$ cat src/rtl/arb_rr2x1_8bits.sv
// ============================================================================
// Module      : arb_rr2x1_8bits
// Description : Round-robin 2:1 scheduler for two 8-bit lanes. Bursts are
//               bounded, the output is registered and honours downstream
//               backpressure.
// Revision    : 1.0 - initial release
// ============================================================================
`default_nettype none

module arb_rr2x1_8bits #(
    parameter int BURST_MAX = 4,
    parameter int CNT_W     = 16
) (
    input  logic             clk_4f,
    input  logic             reset,
    input  logic [7:0]       data_00,
    input  logic             valid_00,
    input  logic [7:0]       data_11,
    input  logic             valid_11,
    input  logic             ready_out,
    output logic             pop_00,
    output logic             pop_11,
    output logic [7:0]       data_out,
    output logic             valid_out,
    output logic             sel_out,
    output logic [CNT_W-1:0] beat_cnt_00,
    output logic [CNT_W-1:0] beat_cnt_11
);

    localparam int         c_BW        = (BURST_MAX < 1) ? 1 : $clog2(BURST_MAX + 1);
    localparam logic [c_BW-1:0] c_BURST_MAX = c_BW'(BURST_MAX);

    typedef enum logic [1:0] {
        S_IDLE    = 2'd0,
        S_SERV_00 = 2'd1,
        S_SERV_11 = 2'd2
    } state_t;

    state_t            r_state;
    logic [c_BW-1:0]   r_burst;
    logic              r_last_served;
    logic [7:0]        r_data_out;
    logic              r_valid_out;
    logic              r_sel_out;
    logic [CNT_W-1:0]  r_cnt_00;
    logic [CNT_W-1:0]  r_cnt_11;

    logic              w_load;
    logic              w_in_serv;
    logic              w_cur;
    logic              w_vx;
    logic              w_vy;
    logic              w_grant;
    logic              w_lane;
    logic              w_cont;

    assign w_load    = ready_out | ~r_valid_out;
    assign w_in_serv = (r_state == S_SERV_00) || (r_state == S_SERV_11);
    assign w_cur     = (r_state == S_SERV_11);
    assign w_vx      = w_cur ? valid_11 : valid_00;
    assign w_vy      = w_cur ? valid_00 : valid_11;

    // Grant decision; the burst counter saturates at BURST_MAX, so failing the
    // "< BURST_MAX" test while serving means the burst limit has been reached.
    always_comb begin
        w_grant = 1'b0;
        w_lane  = 1'b0;
        if (w_in_serv) begin
            if (w_vx && ((r_burst < c_BURST_MAX) || !w_vy)) begin
                w_grant = 1'b1;
                w_lane  = w_cur;
            end else if (w_vy) begin
                w_grant = 1'b1;
                w_lane  = ~w_cur;
            end
        end else begin
            if (valid_00 && valid_11) begin
                w_grant = 1'b1;
                w_lane  = ~r_last_served;
            end else if (valid_00) begin
                w_grant = 1'b1;
                w_lane  = 1'b0;
            end else if (valid_11) begin
                w_grant = 1'b1;
                w_lane  = 1'b1;
            end
        end
    end

    assign w_cont = w_grant && w_in_serv && (w_lane == w_cur);

    assign pop_00 = ~reset & w_load & w_grant & ~w_lane;
    assign pop_11 = ~reset & w_load & w_grant &  w_lane;

    always_ff @(posedge clk_4f) begin
        if (reset) begin
            r_state       <= S_IDLE;
            r_burst       <= '0;
            r_last_served <= 1'b1;
            r_data_out    <= '0;
            r_valid_out   <= 1'b0;
            r_sel_out     <= 1'b0;
            r_cnt_00      <= '0;
            r_cnt_11      <= '0;
        end else if (w_load) begin
            if (w_grant) begin
                r_data_out    <= w_lane ? data_11 : data_00;
                r_valid_out   <= 1'b1;
                r_sel_out     <= w_lane;
                r_last_served <= w_lane;
                r_state       <= w_lane ? S_SERV_11 : S_SERV_00;
                if (w_cont) begin
                    if (r_burst != c_BURST_MAX) begin
                        r_burst <= r_burst + c_BW'(1);
                    end
                end else begin
                    r_burst <= c_BW'(1);
                end
                if (w_lane) begin
                    r_cnt_11 <= r_cnt_11 + CNT_W'(1);
                end else begin
                    r_cnt_00 <= r_cnt_00 + CNT_W'(1);
                end
            end else begin
                r_data_out  <= '0;
                r_valid_out <= 1'b0;
                r_burst     <= '0;
                r_state     <= S_IDLE;
            end
        end
    end

    assign data_out    = r_data_out;
    assign valid_out   = r_valid_out;
    assign sel_out     = r_sel_out;
    assign beat_cnt_00 = r_cnt_00;
    assign beat_cnt_11 = r_cnt_11;

endmodule

`default_nettype wire
$ cat config.mk
export PLATFORM = sky130hd
export DESIGN_NAME = arb_rr2x1_8bits
export DESIGN_NICKNAME = d
export VERILOG_FILES = /design/src/rtl/arb_rr2x1_8bits.sv
export SDC_FILE = /design/constraint.sdc
export NUM_CORES = 1
export LEC_CHECK = 0
export BUFFER_PORTS_ARGS = -buffer_cell sky130_fd_sc_hd__buf_2
export CORE_MARGIN = 2
export CORE_UTILIZATION = 40
export DETAILED_ROUTE_END_ITERATION = 6
export SKIP_CTS_REPAIR_TIMING = 1
export SLEW_MARGIN = 20
export SYNTH_ARGS = -nofsm -noshare
export SYNTH_HDL_FRONTEND = slang
export SYNTH_SLANG_ARGS = --single-unit
$ cat constraint.sdc
create_clock -name clk_4f -period 3.1 [get_ports clk_4f]
set_input_delay 0.93 -clock clk_4f [delete_from_list [all_inputs] [get_ports clk_4f]]
set_output_delay 0.93 -clock clk_4f [all_outputs]
set_load 0.005 [all_outputs]
==> reports/results.ini <==
[place]
place_congestion=0.728
io_buffers=64
dp_hpwl_um=3880
dp_slack_ps=61.5

[power]
swShare_pct=27.5
power.internal_mw=0.972
clockPowerShare_pct=33.6
combPwrFrac_pct=16.9
seqPwrFrac_pct=49.5
p_leak_nw=1.14
vdd_drop_max_v=0.000294
p_sw_mw=0.369
power_density_mw_per_mm2=453

[route]
wl_per_cell_um=13.7
routed_wl_um=5760
dr.first_iter.drc_count=138
ant_nets=0
viasPerCell=5.74
drc=0
vias=2405
drt_pass1_iterations=4

[sta]
hold_viol_final=0
finalSetupTns_ps=0
setup_ws_ps=161
worst_pin_slew_ps=516
rsz0062_at_grt=no
fmax_ghz=0.340
max-slew-margin-rel_pct=65.5
fin_crit_sh_pct=94.8
fin_skew_ps=8.04
setup_viol=0
slew_violations=0
period_minus_slack_ps=2940

[cts]
cts.sinks=48
cts-root-buf=clkbuf_8
clk_pin_slew_ps=80
cts_buffer_depth=2
insertion_delay_ps=300
tritoncts.num_buffers=5
cts_tree=built
htree_levels=2

[yosys]
netlist_area_mm2=0.00246
syn_nets=312
syn_inst=285
synthDistinctLibCells=45
synth-seq-cells=48
avgSynthCellArea_um2=8.63
synth.yosys.seq_area_share_pct=39.1
synth_warnings=0

[setup_path]
critical_path.startpoint=r_state[0]
critPathLaunchType=flop
r2r_setup_slack_ps=660
path_class=reg2out
worst_ep_required_time_ps=2170
cp_num_cells=6
cp_slowest_cell=or4_4
arrival_ps=2010
critPathTopFamily=simple AND/OR/NAND/NOR gates
r2r_start=r_state[0]
cp_max_fo=7
endpoint=pop_00
rr_worst_depth=7
r2r_end=beat_cnt_11[6]
cpPeakStageDelay_ps=520
end_kind=output port
critical_path_buf_inv_count=2
path_cells=inv_1 -> ha_1 -> nor4b_2 -> or4_4 -> nor3_2 -> buf_2

[worst_hold_path]
hp-class=reg2reg

[floorplan]
floorplan.initialDensity_pct=41.5
coreArea_mm2=0.00592
placementRows=28
dieArea_mm2=0.00679
num_io_pins=65
fp.dieW_um=82.4
die_y_um=82.4

[final_layout]
post_route_cells_drive_above_1_share_pct=26.7
fill_cells=580
diodes=0
fin_nets=370
area_growth_syn_to_layout_pct=20.3

[global_route]
grt_overflow=0
grt_use_total_pct=17.7
grt_pass1_vias=1987
grt_pass1_wl_um=9390
grt_max_degree=47
antenna_found_initial=0

[outcome]
status=complete, no violations

[run]
drv_cap=0

==> layer usage <==
metal,routed length [um],vias up,track usage (%),part of all wire (%)
li1,-,1219,-,-
met4,77,0,6.50,1.3
met1,2830,1125,24.3,49
met5,0,-,0,0
met2,2550,56,27.5,44
met3,306,5,3.59,5.3
==> worst min-delay path by stage <==
stage | endpoint | startpoint | cells after the start
6_report | r_state[0] | r_state[0] | 1
5_1_grt | r_state[0] | r_state[0] | 1
4_1_cts | r_state[0] | r_state[0] | 1
3_5_place_dp | r_state[0] | r_state[0] | 1
3_3_place_gp | r_state[0] | r_state[0] | 1
2_1_floorplan | r_state[0] | r_state[0] | 1
==> synth_stat cells (all sizes together) <==
cell	count	area (um^2)
inv	6	22.5
ha	6	75.1
nand3	17	85.1
nor4	1	21.3
clkbuf	13	48.8
and4	1	8.76
a311oi	2	17.5
dfxtp	48	961
nand2	13	48.8
a32oi	1	8.76
o21ai	8	40.0
nand2b	2	12.5
o21a	1	7.51
nand4	9	62.6
and3	2	12.5
a221o	8	80.1
a31o	1	8.76
a211oi	1	7.51
nor3	7	45.0
mux2	2	22.5
nand3b	1	7.51
a32o	1	10.0
or4	24	184
a31oi	1	6.26
a21o	3	22.5
o41ai	1	8.76
a21oi	33	165
or4b	1	10.0
or3	3	18.8
nor2b	5	31.3
or2	1	6.26
and2	10	62.6
o31ai	24	180
nor2	15	58.8
nor3b	1	7.51
buf	8	43.8
nor4b	2	23.8
o21bai	2	15.0
==> registers in the layout, indices dropped and copies added (netlist names) <==
signal	count
valid_out	1
r_state	2
beat_cnt_11	16
r_last_served	1
sel_out	1
beat_cnt_00	16
data_out	8
r_burst	3
==> logic make-up (layout without fill, tap and decap cells) <==
family                   after synthesis  count (layout)  share of synthesized area (%)
AO/OA/AOI/OAI                         87              87                           23.5
flip-flops                            48              48                           39.1
multiplexers                           2               2                          0.916
buffers and inverters                 27              86                           4.68
adder cells (fa/ha/maj)                6               6                           3.05
AND/OR/NAND/NOR                      115             115                           28.8
==> metrics by stage <==
step | cells | cell area [um^2] | hold WS (ps) | util (%) | total power [mW]
5_1_grt | 419 | 2960 | 483 | 49.9 | 1.41
3_3_place_gp | 411 | 2840 | 437 | 48.0 | 0.899
4_1_cts | 419 | 2950 | 471 | 49.8 | 1.35
2_1_floorplan | 285 | 2460 | 427 | - | 0.820
6_report | 419 | 2960 | 465 | 49.9 | 1.34
3_5_place_dp | 411 | 2840 | 449 | 48.0 | 0.902
==> placed cells by master (no fill, tap or decap), types with 3 or more instances in the layout <==
cell and instances:
a221o_1 8, nor2b_1 5, o21ai_0 8, buf_4 8
nand3_1 17, nor2_1 14, or4_1 23, o31ai_1 24
and2_1 10, buf_2 64, inv_1 6, clkbuf_8 5
a21oi_1 33, nand2_1 13, a21o_1 3, dfxtp_1 48
ha_1 5, nand4_1 8, or3_1 3, nor3_1 5
==> power by group through the flow <==
stage	Clock [mW]	Sequential (mW)	Combinational, mW
global placement	0	0.677	0.222
detailed placement	0	0.676	0.225
floorplan	0	0.676	0.144
global route	0.489	0.667	0.253
finish	0.451	0.663	0.226
CTS	0.464	0.663	0.225
==> cell type report <==
cell class / count / area, um^2 / area share, %
Inverter: 6 / 22.5 / 0.762
Multi-Input combinational cell: 210 / 1390 / 47.1
Clock inverter: 2 / 35.0 / 1.18
Timing Repair Buffer: 72 / 380 / 12.9
Sequential cell: 48 / 961 / 32.5
Clock buffer: 6 / 72.6 / 2.45
Tap cell: 75 / 93.8 / 3.17
==> worst reg2reg max path: stages, from the launching register on <==
cell,delay [ps]
dfxtp_1,340
inv_1,60
ha_1,280
nor4b_2,220
or4_4,520
buf_4,280
or4_1,540
a21oi_1,140
Power figures use the tool's default switching activity.
